## config.mk

```make
export PLATFORM = sky130hd
export DESIGN_NAME = ctrl_decode_stage
export DESIGN_NICKNAME = d
export VERILOG_FILES = /design/src/rtl/ctrl_decode_stage.sv
export SDC_FILE = /design/constraint.sdc
export NUM_CORES = 1
export LEC_CHECK = 0
export CAP_MARGIN = 10
export CELL_PAD_IN_SITES_DETAIL_PLACEMENT = 0
export CELL_PAD_IN_SITES_GLOBAL_PLACEMENT = 1
export CORE_ASPECT_RATIO = 1.25
export CORE_UTILIZATION = 30
export CTS_BUF_LIST = sky130_fd_sc_hd__clkbuf_4
export CTS_CLUSTER_DIAMETER = 200
export DETAILED_ROUTE_END_ITERATION = 10
export GPL_ROUTABILITY_DRIVEN = 0
export MAX_ROUTING_LAYER = met4
export PLACE_DENSITY = 0.87
export SYNTH_ARGS = -nofsm -noshare
export SYNTH_HDL_FRONTEND = slang
export SYNTH_SLANG_ARGS = --single-unit
```

## constraint.sdc

```tcl
create_clock -name clk -period 1.9 [get_ports clk]
set_clock_uncertainty 0.2 [all_clocks]
set_input_delay 0.38 -clock clk [delete_from_list [all_inputs] [get_ports clk]]
set_output_delay 0.38 -clock clk [all_outputs]
set_load 0.05 [all_outputs]
```

## src/rtl/ctrl_decode_stage.sv

```systemverilog
// rtl/ctrl_decode_stage.sv - MIPS32 control decode with a one-entry valid/ready output register
module ctrl_decode_stage #(
    parameter int TAG_W         = 32,
    parameter bit ENABLE_CP0    = 1'b1,
    parameter bit ENABLE_MULDIV = 1'b1
) (
    input  logic             clk,        // rising-edge clock
    input  logic             rst,        // async active-high reset
    input  logic             in_valid,   // upstream instruction valid
    output logic             in_ready,   // stage can accept this cycle
    input  logic [31:0]      inst,       // instruction word
    input  logic [TAG_W-1:0] pc_in,      // PC tag travelling with inst
    input  logic             flush,      // drop held and incoming instruction
    output logic             out_valid,  // registered bundle valid
    input  logic             out_ready,  // downstream accepts
    output logic [TAG_W-1:0] pc_out,     // registered PC tag
    output logic [14:0]      ctrl,       // registered control bundle
    output logic [2:0]       exc         // registered {invalid, syscall, brk}
);

    localparam int B_REGWRITE = 14;
    localparam int B_REGDST   = 13;
    localparam int B_ALUSRC   = 12;
    localparam int B_BRANCH   = 11;
    localparam int B_MEMWRITE = 10;
    localparam int B_MEMTOREG = 9;
    localparam int B_JUMP     = 8;
    localparam int B_JUMPR    = 7;
    localparam int B_LINK     = 6;
    localparam int B_CP0WRITE = 5;
    localparam int B_HILO     = 4;
    localparam int B_ERET     = 3;
    localparam int B_MEMSIGN  = 0;

    localparam int E_INVALID  = 2;
    localparam int E_SYSCALL  = 1;
    localparam int E_BRK      = 0;

    logic [5:0] op;
    logic [4:0] rs;
    logic [4:0] rt;
    logic [5:0] funct;
    logic       unused_inst_bits;

    assign op    = inst[31:26];
    assign rs    = inst[25:21];
    assign rt    = inst[20:16];
    assign funct = inst[5:0];
    // rd, shamt and immediate fields are consumed by later stages only
    assign unused_inst_bits = ^inst[15:6];

    logic [14:0] dec_ctrl;
    logic [2:0]  dec_exc;

    always_comb begin
        dec_ctrl = '0;
        dec_exc  = '0;
        case (op)
            6'b000000: begin
                case (funct)
                    6'h00, 6'h02, 6'h03, 6'h04, 6'h06, 6'h07,
                    6'h20, 6'h21, 6'h22, 6'h23, 6'h24, 6'h25,
                    6'h26, 6'h27, 6'h2a, 6'h2b: begin
                        dec_ctrl[B_REGWRITE] = 1'b1;
                        dec_ctrl[B_REGDST]   = 1'b1;
                    end
                    6'h10, 6'h12: begin
                        if (ENABLE_MULDIV) begin
                            dec_ctrl[B_REGWRITE] = 1'b1;
                            dec_ctrl[B_REGDST]   = 1'b1;
                        end else begin
                            dec_exc[E_INVALID] = 1'b1;
                        end
                    end
                    6'h11, 6'h13, 6'h18, 6'h19, 6'h1a, 6'h1b: begin
                        if (ENABLE_MULDIV) dec_ctrl[B_HILO] = 1'b1;
                        else               dec_exc[E_INVALID] = 1'b1;
                    end
                    6'h08: dec_ctrl[B_JUMPR] = 1'b1;
                    6'h09: begin
                        dec_ctrl[B_REGWRITE] = 1'b1;
                        dec_ctrl[B_REGDST]   = 1'b1;
                        dec_ctrl[B_JUMPR]    = 1'b1;
                        dec_ctrl[B_LINK]     = 1'b1;
                    end
                    6'h0c:   dec_exc[E_SYSCALL] = 1'b1;
                    6'h0d:   dec_exc[E_BRK]     = 1'b1;
                    default: dec_exc[E_INVALID] = 1'b1;
                endcase
            end
            6'b000001: begin
                case (rt)
                    5'b00000, 5'b00001: dec_ctrl[B_BRANCH] = 1'b1;
                    5'b10000, 5'b10001: begin
                        dec_ctrl[B_BRANCH]   = 1'b1;
                        dec_ctrl[B_REGWRITE] = 1'b1;
                        dec_ctrl[B_LINK]     = 1'b1;
                    end
                    default: dec_exc[E_INVALID] = 1'b1;
                endcase
            end
            6'b000010: dec_ctrl[B_JUMP] = 1'b1;
            6'b000011: begin
                dec_ctrl[B_JUMP]     = 1'b1;
                dec_ctrl[B_REGWRITE] = 1'b1;
                dec_ctrl[B_LINK]     = 1'b1;
            end
            6'b000100, 6'b000101, 6'b000110, 6'b000111: dec_ctrl[B_BRANCH] = 1'b1;
            6'b001000, 6'b001001, 6'b001010, 6'b001011,
            6'b001100, 6'b001101, 6'b001110, 6'b001111: begin
                dec_ctrl[B_REGWRITE] = 1'b1;
                dec_ctrl[B_ALUSRC]   = 1'b1;
            end
            6'b100000, 6'b100001, 6'b100011, 6'b100100, 6'b100101: begin
                dec_ctrl[B_REGWRITE] = 1'b1;
                dec_ctrl[B_ALUSRC]   = 1'b1;
                dec_ctrl[B_MEMTOREG] = 1'b1;
                case (op)
                    6'b100000: begin dec_ctrl[2:1] = 2'b00; dec_ctrl[B_MEMSIGN] = 1'b1; end
                    6'b100001: begin dec_ctrl[2:1] = 2'b01; dec_ctrl[B_MEMSIGN] = 1'b1; end
                    6'b100100: dec_ctrl[2:1] = 2'b00;
                    6'b100101: dec_ctrl[2:1] = 2'b01;
                    default:   dec_ctrl[2:1] = 2'b10;
                endcase
            end
            6'b101000, 6'b101001, 6'b101011: begin
                dec_ctrl[B_ALUSRC]   = 1'b1;
                dec_ctrl[B_MEMWRITE] = 1'b1;
                case (op)
                    6'b101000: dec_ctrl[2:1] = 2'b00;
                    6'b101001: dec_ctrl[2:1] = 2'b01;
                    default:   dec_ctrl[2:1] = 2'b10;
                endcase
            end
            6'b010000: begin
                if (!ENABLE_CP0) begin
                    dec_exc[E_INVALID] = 1'b1;
                end else if (rs == 5'b00000) begin
                    dec_ctrl[B_REGWRITE] = 1'b1;
                end else if (rs == 5'b00100) begin
                    dec_ctrl[B_CP0WRITE] = 1'b1;
                end else if (rs == 5'b10000 && funct == 6'b011000) begin
                    dec_ctrl[B_ERET] = 1'b1;
                end else begin
                    dec_exc[E_INVALID] = 1'b1;
                end
            end
            default: dec_exc[E_INVALID] = 1'b1;
        endcase
    end

    logic             valid_q;
    logic [14:0]      ctrl_q;
    logic [2:0]       exc_q;
    logic [TAG_W-1:0] pc_q;
    logic             load;

    assign in_ready = !valid_q || out_ready;
    assign load     = in_valid && in_ready && !flush;

    always_ff @(posedge clk or posedge rst) begin
        if (rst) begin
            valid_q <= 1'b0;
            ctrl_q  <= '0;
            exc_q   <= '0;
            pc_q    <= '0;
        end else if (flush) begin
            valid_q <= 1'b0;
            ctrl_q  <= '0;
            exc_q   <= '0;
        end else if (load) begin
            valid_q <= 1'b1;
            ctrl_q  <= dec_ctrl;
            exc_q   <= dec_exc;
            pc_q    <= pc_in;
        end else if (out_ready) begin
            // drained: the bundle registers keep their contents, only valid drops
            valid_q <= 1'b0;
        end
    end

    // an empty stage must present an all-zero bundle even though ctrl_q/exc_q hold
    assign out_valid = valid_q;
    assign ctrl      = valid_q ? ctrl_q : 15'd0;
    assign exc       = valid_q ? exc_q  : 3'd0;
    assign pc_out    = pc_q;

endmodule
```

### Word level (Yosys, flattened, before mapping)

Index checks and enable logic that the tools add are counted.

* register bits: 51
* logic and storage cells: 137
* input port bits: 69

* muxes and demuxes: 47
* equality and inequality tests: 56
* bitwise logic cells: 1
* reduce and logical (&&, ||, !) cells: 29

Operators with widths (count)
* 6-bit == test (second input constant): 18
* 6-bit by 4-bit == test with 1-bit output (second input constant): 12
* 6-bit by 5-bit == test with 1-bit output (second input constant): 9
* 15-bit 2-to-1 mux: 3
* 6-bit by 3-bit == test with 1-bit output (second input constant): 7
* 1-bit 2-to-1 mux: 32
* 28-bit OR reduction: 1
* 6-bit by 2-bit == test with 1-bit output (second input constant): 4
* 22-bit OR reduction: 1
* 19-bit OR reduction: 1
* 16-bit OR reduction: 1
* 5-bit == test (second input constant): 3
* 14-bit OR reduction: 1
* 6-bit logical NOT: 2
* 2-bit case mux with 2 select lines: 3
* 2-bit OR reduction: 6
* 5-bit logical NOT: 2
* 3-bit 2-to-1 mux: 3
* 1-bit case mux with 4 select lines: 2
* 4-bit OR reduction: 2
* 6-bit by 1-bit == test with 1-bit output (second input constant): 1
* 6-bit OR reduction: 1
* 5-bit by 1-bit == test with 1-bit output (second input constant): 1
* 5-bit by 3-bit == test with 1-bit output (second input constant): 1
* 12 further kinds: 16

### Depth between registers and ports, before layout

Gate-level depths: netlist (run 1).

* depth after elaboration: 8
* mapped depth: 6
* depth with buffers taken out: 6

### Worst setup path before layout (run 1)

Ideal clock, no wire load.

* path type: register to register
* start point: reg valid_q, in the netlist out_valid
* end point: reg ctrl_q[3]
* slack: -0.352 ns
* cell stages (with the launch flop): 6
* arrival: 1.985 ns
* period minus slack after synthesis: 2.252 ns
* setup time: 0.067 ns
* cells stage by stage: dfrtp_1 > and2b_4 > inv_1 > nand3b_1 > nor3_1 > a32o_1

* cells in the longest elaborated chain, start to end: 5

Ends and longest elaborated chain
* start: declaration: RTL line 152 `logic valid_q;`
* start signal: assignment: RTL line 163 `valid_q <= 1'b0;`
* start signal: assignment: RTL line 168 `valid_q <= 1'b0;`
* start signal: assignment: RTL line 172 `valid_q <= 1'b1;`
* 1-bit logical NOT: RTL line 158 `assign in_ready = !valid_q || out_ready;`
* 1-bit logical OR: RTL line 158
* named net in_ready: RTL line 10 `output logic in_ready,`
* 1-bit logical AND (2 in a row): RTL line 159 `assign load = in_valid && in_ready && !flush;`
* 2-bit nonzero test (no line)
* end signal: assignment: RTL line 173 `ctrl_q <= dec_ctrl;`
* end: declaration: RTL line 153 `logic [14:0] ctrl_q;`

The timed path passes the listed nets, and every way through them passes these cells.
A chain may end at the register's enable or synchronous reset.

### Worst setup path after layout (run 1)

* start point: reg valid_q, in the netlist out_valid
* end point: out exc[2]

* cells in the longest elaborated chain, start to end: 1

Ends and longest elaborated chain
* 3-bit 2-to-1 mux: RTL line 185 `assign exc = valid_q ? exc_q : 3'd0;`
* end: declaration: RTL line 18 `output logic [2:0] exc`

No other way between the ends.

==> impl_metrics.toml, run 1 <==
[sta]
finalSetupViolCount = 0
post-route-period-util_pct = 97.2
finalHoldWorstSlack_ns = 0.163
tightest_slew_ns = 0.300
slew-limit-headroom_pct = 79.7
hold_violations = 0
report.final.slew_viol_count = 0
rsz0062_at_grt = "true"
timing.fmax_mhz = 541
period_minus_slack_ns = 1.85

[setup_path]
critPathRequiredTime_ns = 1.32
endpoint_kind = "output port"
cpPeakStageDelay_ns = 0.45
arrival_ns = 1.27
crit_type = "reg2out"
crit_path_start_kind = "flop"
cp_num_buf_inv = 2
crit_chain = "buf_12, and2_4, buf_12"
crit_top_cell = "buf_12"
crit_slowest_cell = "dfrtp_2"
worstPathMaxFanout = 19
crit_family = "flip-flops"

[route]
dr.first_iter.drc_count = 72
routed_wirelength_um = 6820
wire_per_inst_um = 12.8
via_per_inst = 4.80
ant_nets = 0
vias = 2558
drc = 0
drtPass1Iterations = 4

[synth]
syn-num-nets = 353
avgSynthCellArea_um2 = 8.80
seq_area_frac_synth_pct = 51.1
synth_warnings = 0
ys_async_sr_fraction_pct = 100
synth_seq_cells = 51
synthCells = 284
ys_types = 45
synth_edf_count = 0
syn_area_mm2 = 0.00250
synth_ff_type = "dfrtp_1"

[clock_tree]
h-tree-depth = 2
numCtsBuffers = 5
holdBufCountCts = 0
clk_latency_ns = 0.35
cts_tree = "built"
path_clk_slew_ns = 0.15
cts-root-buf = "clkbuf_4"
cts_buffer_depth = 2
cts_sinks = 51

[finish]
final_nets = 506
drive_gt1_share_pct = 33.1
utilization_pct = 54.7
n_antenna_cell = 0
syn_to_final_growth_pct = 73.6

[power_and_ir_drop]
pwr_density_cell_mw_per_mm2 = 638
leakagePower_nw = 2.09
ir_drop_mv = 0.414
p_total_mw = 2.77

[floorplanning]
start_util_pct = 31.5
coreArea_mm2 = 0.00793
die_w_um = 83.6
die-area_mm2 = 0.00870
rows = 36
die_h_um = 104
io_pins = 121

[grt]
grt_pass1_vias = 2466
overflow = 0
grt_usage_pct = 16.3
grt_pass1_wl_um = 11400
grt_max_degree = 52
antenna_found_initial = 0

[run_status]
status = "completed"

[place]
dp_hpwl_um = 5160
port_buffers = 109

[hold_path]
worstHoldPathType = "in2async"

[flow_run]
drv_cap = 0
[final cells by class]
cell class | count | area, um^2
fill | 695 | 3590
tap | 95 | 119
timing repair buffer | 160 | 1640
multi-input combinational | 213 | 1220
clock buffer | 5 | 37.5
sequential | 51 | 1280
clock inverter | 3 | 20.0
inverter | 6 | 26.3
[power by group]
group          switching (mW)  internal [mW]  leakage (nW)
sequential             0.0579           1.19         0.658
combinational           0.638          0.400          1.41
clock                   0.343          0.142        0.0272
[timing repair]
item	in CTS	in global routing
hold endpoints to repair	0	0
resized for setup	3	31
setup endpoints to repair	19	61
buffers inserted	1	1
pin swaps	1	8
[tightest hold or removal path, stage by stage]
cell and delay (ns):
clkdlybuf4s50_1 0.41, inv_2 0.07, buf_12 0.26
[through the flow]
step	cell area (um^2)	setup slack, ns	instances	setup TNS (ns)
detailed placement	4190	-0.359	525	-16.23
global route	4340	-0.0275	533	-0.0919
global placement	4190	-0.328	525	-14.90
finish	4340	0.0526	533	0
floorplan	2520	-0.169	284	-4.62
CTS	4250	-0.0199	533	-0.218
[flip-flops by register name, summed over array words and instances, names as in the netlist]
signal	cells
pc_out	32
ctrl_q	15
exc_q	3
out_valid	1
[routing by layer]
metal | vias to the layer above | share of wire [%] | global-route usage, %
li1 | 1267 | - | -
met2 | 78 | 51 | 28.3
met5 | - | 0 | -
met3 | 4 | 4.6 | 2.38
met4 | 0 | 0.97 | 5.08
met1 | 1209 | 43 | 19.5
[kinds of logic after synthesis]
family                 Yosys count  synth area share [%]
buffers and inverters           20                  3.45
AOI/OAI and AO/OA               46                  14.4
DFF                             51                  51.1
and+or+nand+nor                167                  31.1
[cells in the mapped netlist (all sizes together), types with 2 or more instances]
cell type	instances	area, um^2
nand2	106	398
dfrtp	51	1280
and2	18	113
nor2	11	41.3
o21ai	10	50.0
nor3	8	40.0
a21oi	7	38.8
buf	7	37.5
clkbuf	7	26.3
a22o	6	52.6
a32o	6	60.1
inv	6	22.5
a32oi	3	26.3
nand2b	3	18.8
nor2b	3	18.8
nor4	3	25.0
a221oi	2	23.8
and3	2	12.5
nand3	2	10.0
nand3b	2	15.0
or3	2	12.5
[final timing paths]
kind,from,slack (ns),to,cells past startpoint
worst max-delay path,out_valid,0.05,exc[2],3
worst min-delay path,rst,0.16,pc_out[16],3
worst max register to register,out_valid,0.07,exc_q[0],6
worst min register to register,pc_out[9],0.29,pc_out[9],2
max in group asynchronous,rst,1.10,ctrl_q[8],3
min in group clk,pc_out[9],0.29,pc_out[9],2
[cells in the final DEF (no fill, tap or decap), types with 5 or more instances in the layout]
cell	instances
a32o_1	6
clkdlybuf4s50_1	53
buf_12	22
nor3_1	7
clkbuf_4	5
dfrtp_1	50
o21ai_0	8
buf_4	77
a21oi_1	6
nor2_1	10
a22o_1	6
and2_4	18
nand2_1	106
Note: power is estimated with default switching activity, not from simulation.
==> run 2, diff against run 1 <==
--- a/config.mk
+++ b/config.mk
@@ -5,7 +5,6 @@
 export SDC_FILE = /design/constraint.sdc
 export NUM_CORES = 1
 export LEC_CHECK = 0
-export CAP_MARGIN = 10
 export CELL_PAD_IN_SITES_DETAIL_PLACEMENT = 0
 export CELL_PAD_IN_SITES_GLOBAL_PLACEMENT = 1
 export CORE_ASPECT_RATIO = 1.25
==> results of run 2 <==
Same layout as run 1: the final DEF is identical, and so are final timing and power.
==> run 3, diff against run 2 <==
--- a/config.mk
+++ b/config.mk
@@ -5,7 +5,7 @@
 export SDC_FILE = /design/constraint.sdc
 export NUM_CORES = 1
 export LEC_CHECK = 0
-export CELL_PAD_IN_SITES_DETAIL_PLACEMENT = 0
+export CELL_PAD_IN_SITES_DETAIL_PLACEMENT = 1
 export CELL_PAD_IN_SITES_GLOBAL_PLACEMENT = 1
 export CORE_ASPECT_RATIO = 1.25
 export CORE_UTILIZATION = 30
@@ -18,3 +18,4 @@
 export SYNTH_ARGS = -nofsm -noshare
 export SYNTH_HDL_FRONTEND = slang
 export SYNTH_SLANG_ARGS = --single-unit
+export TNS_END_PERCENT = 100
==> run 3 against run 2 <==
Against the previous run:
- non-clock buffer count grew 6
- the flow now finishes with violations (negative setup slack)
- combinational power is essentially flat
- largest power group unchanged
- final cell count grew 1.1%
==> impl_metrics.toml, run 3 (synthesis results as in run 1) <==
[floorplanning]
die_w_um = 83.6
io_pins = 121
die-area_mm2 = 0.00870
rows = 36
coreArea_mm2 = 0.00793
start_util_pct = 31.5
die_h_um = 104

[finish]
largest_reg_flops = 32
layout_common_cells = "nand2_1 (106), buf_4 (81), clkdlybuf4s50_1 (51)"
design_area_mm2 = 0.00444
n_antenna_cell = 0
final_common_cell = "nand2_1"
fillCellCount = 907
drive_gt1_share_pct = 34.9
final_nets = 512
regArea_mm2 = 0.00128
syn_to_final_growth_pct = 77.5
multi_input_area_mm2 = 0.00123
finalNonFillerCells = 539

[sta]
period_minus_slack_ns = 1.92
slew-limit-headroom_pct = 79.4
finalHoldWorstSlack_ns = 0.165
hold_violations = 0
layout_setup_ws_ns = -0.0180
rsz0062_at_grt = "true"
finalSetupViolCount = 1
final.setup.tns_ns = -0.0180
post-route-period-util_pct = 101
report.final.slew_viol_count = 0
timing.fmax_mhz = 521
tightest_slew_ns = 0.304

[clock_tree]
cts_tree = "built"
numCtsBuffers = 5
cts_buffer_depth = 2
h-tree-depth = 2
cts-root-buf = "clkbuf_4"
clk_latency_ns = 0.35
cts_sinks = 51
path_clk_slew_ns = 0.14

[route]
ant_nets = 0
wire_per_inst_um = 15.3
drtPass1Iterations = 4
wl_met1_um = 3290
met3_length_um = 307
vias = 2657
dr_wl_met2_um = 4500
via_per_inst = 4.93
top_layer_used = "met4"
drc = 0
dr.first_iter.drc_count = 63
routed_wirelength_um = 8270

[setup_path]
reg2reg_setup_slack_ns = 0.01
arrival_ns = 1.34
cp_num_buf_inv = 3
worstPathMaxFanout = 2
crit_type = "reg2out"
reg2reg_depth = 7
endpoint_kind = "output port"
critPathRequiredTime_ns = 1.32
crit_path_start_kind = "flop"
crit_family = "flip-flops"
crit_chain = "and2b_4, clkinvlp_4, buf_6, buf_12"
r2r-start = "out_valid"
timing.rr.end = "ctrl_q[2]"
cpPeakStageDelay_ns = 0.42
crit_slowest_cell = "dfrtp_2"

[grt]
grt_pass1_vias = 2831
grt_pass1_wl_um = 13600
antenna_found_initial = 0
grt_usage_pct = 19.8
overflow = 0
grt_max_degree = 52

[power_and_ir_drop]
ir_drop_mv = 0.413
pwr_density_cell_mw_per_mm2 = 658
p_total_mw = 2.92
leakagePower_nw = 2.14

[flow_run]
drv_cap = 0

[place]
placed_area_mm2 = 0.00419
dp_hpwl_um = 6290
dp_cells = 525
port_buffers = 109

[run_status]
status = "finished with violations"
violations = "negative setup slack"

[hold_path]
worstHoldPathType = "in2async"
[run 3: changes by cell type in the layout (fill, tap and decap cells not counted), sizes merged]
cell,change
buf,+6
dlygate4sd2,+3
clkdlybuf4s50,-2
clkinvlp,-2
bufinv,+1
clkinv,+1
dlymetal6s2s,-1
[run 3: worst min-delay path, delay by kind of cell]
family                 cells  cell delay (ns)
buffers and inverters      3             0.74
[run 3: metal layers]
layer / vias up / global-route usage [%]
li1: 1275 / -
met4: 0 / 5.08
met3: 12 / 3.10
met2: 81 / 37.0
met1: 1289 / 21.5
met5: - / -
[run 3: worst max-delay path by stage]
stage | start | end | slack, ns | cells after the start
after floorplan | out_valid | ctrl_q[3] | -0.17 | 5
after global placement | inst[3] | exc_q[2] | -0.33 | 6
after detailed placement | inst[28] | exc_q[2] | -0.44 | 7
after CTS | out_valid | in_ready | -0.03 | 4
after global routing | out_valid | in_ready | -0.1 | 4
final | out_valid | in_ready | -0.02 | 4
[run 3: final cells by class]
type | count | share of cell area (%)
tap | 95 | 2.68
clock inverter | 3 | 0.874
clock buffer | 5 | 0.846
inverter | 6 | 0.592
timing repair buffer | 166 | 38.4
sequential | 51 | 28.8
multi-input combinational | 213 | 27.8
[run 3: power by group]
group          switching [mW]  internal (mW)
Sequential             0.0612           1.19
Combinational           0.657          0.412
Clock                   0.329          0.271
[run 3: metrics by stage]
step | setup slack [ns] | util [%]
4_1_cts | -0.0349 | 54.2
3_3_place_gp | -0.328 | 52.8
5_1_grt | -0.0955 | 56.0
6_report | -0.0180 | 56.0
3_5_place_dp | -0.440 | 52.8
2_1_floorplan | -0.169 | -
[run 3: timing repair]
| item | CTS | global route |
|---|---|---|
| hold buffers | 0 | 0 |
| buffers inserted | 1 | 5 |
| pin swaps | 3 | 5 |
| setup endpoints to repair | 20 | 60 |
| gates resized for setup | 14 | 30 |
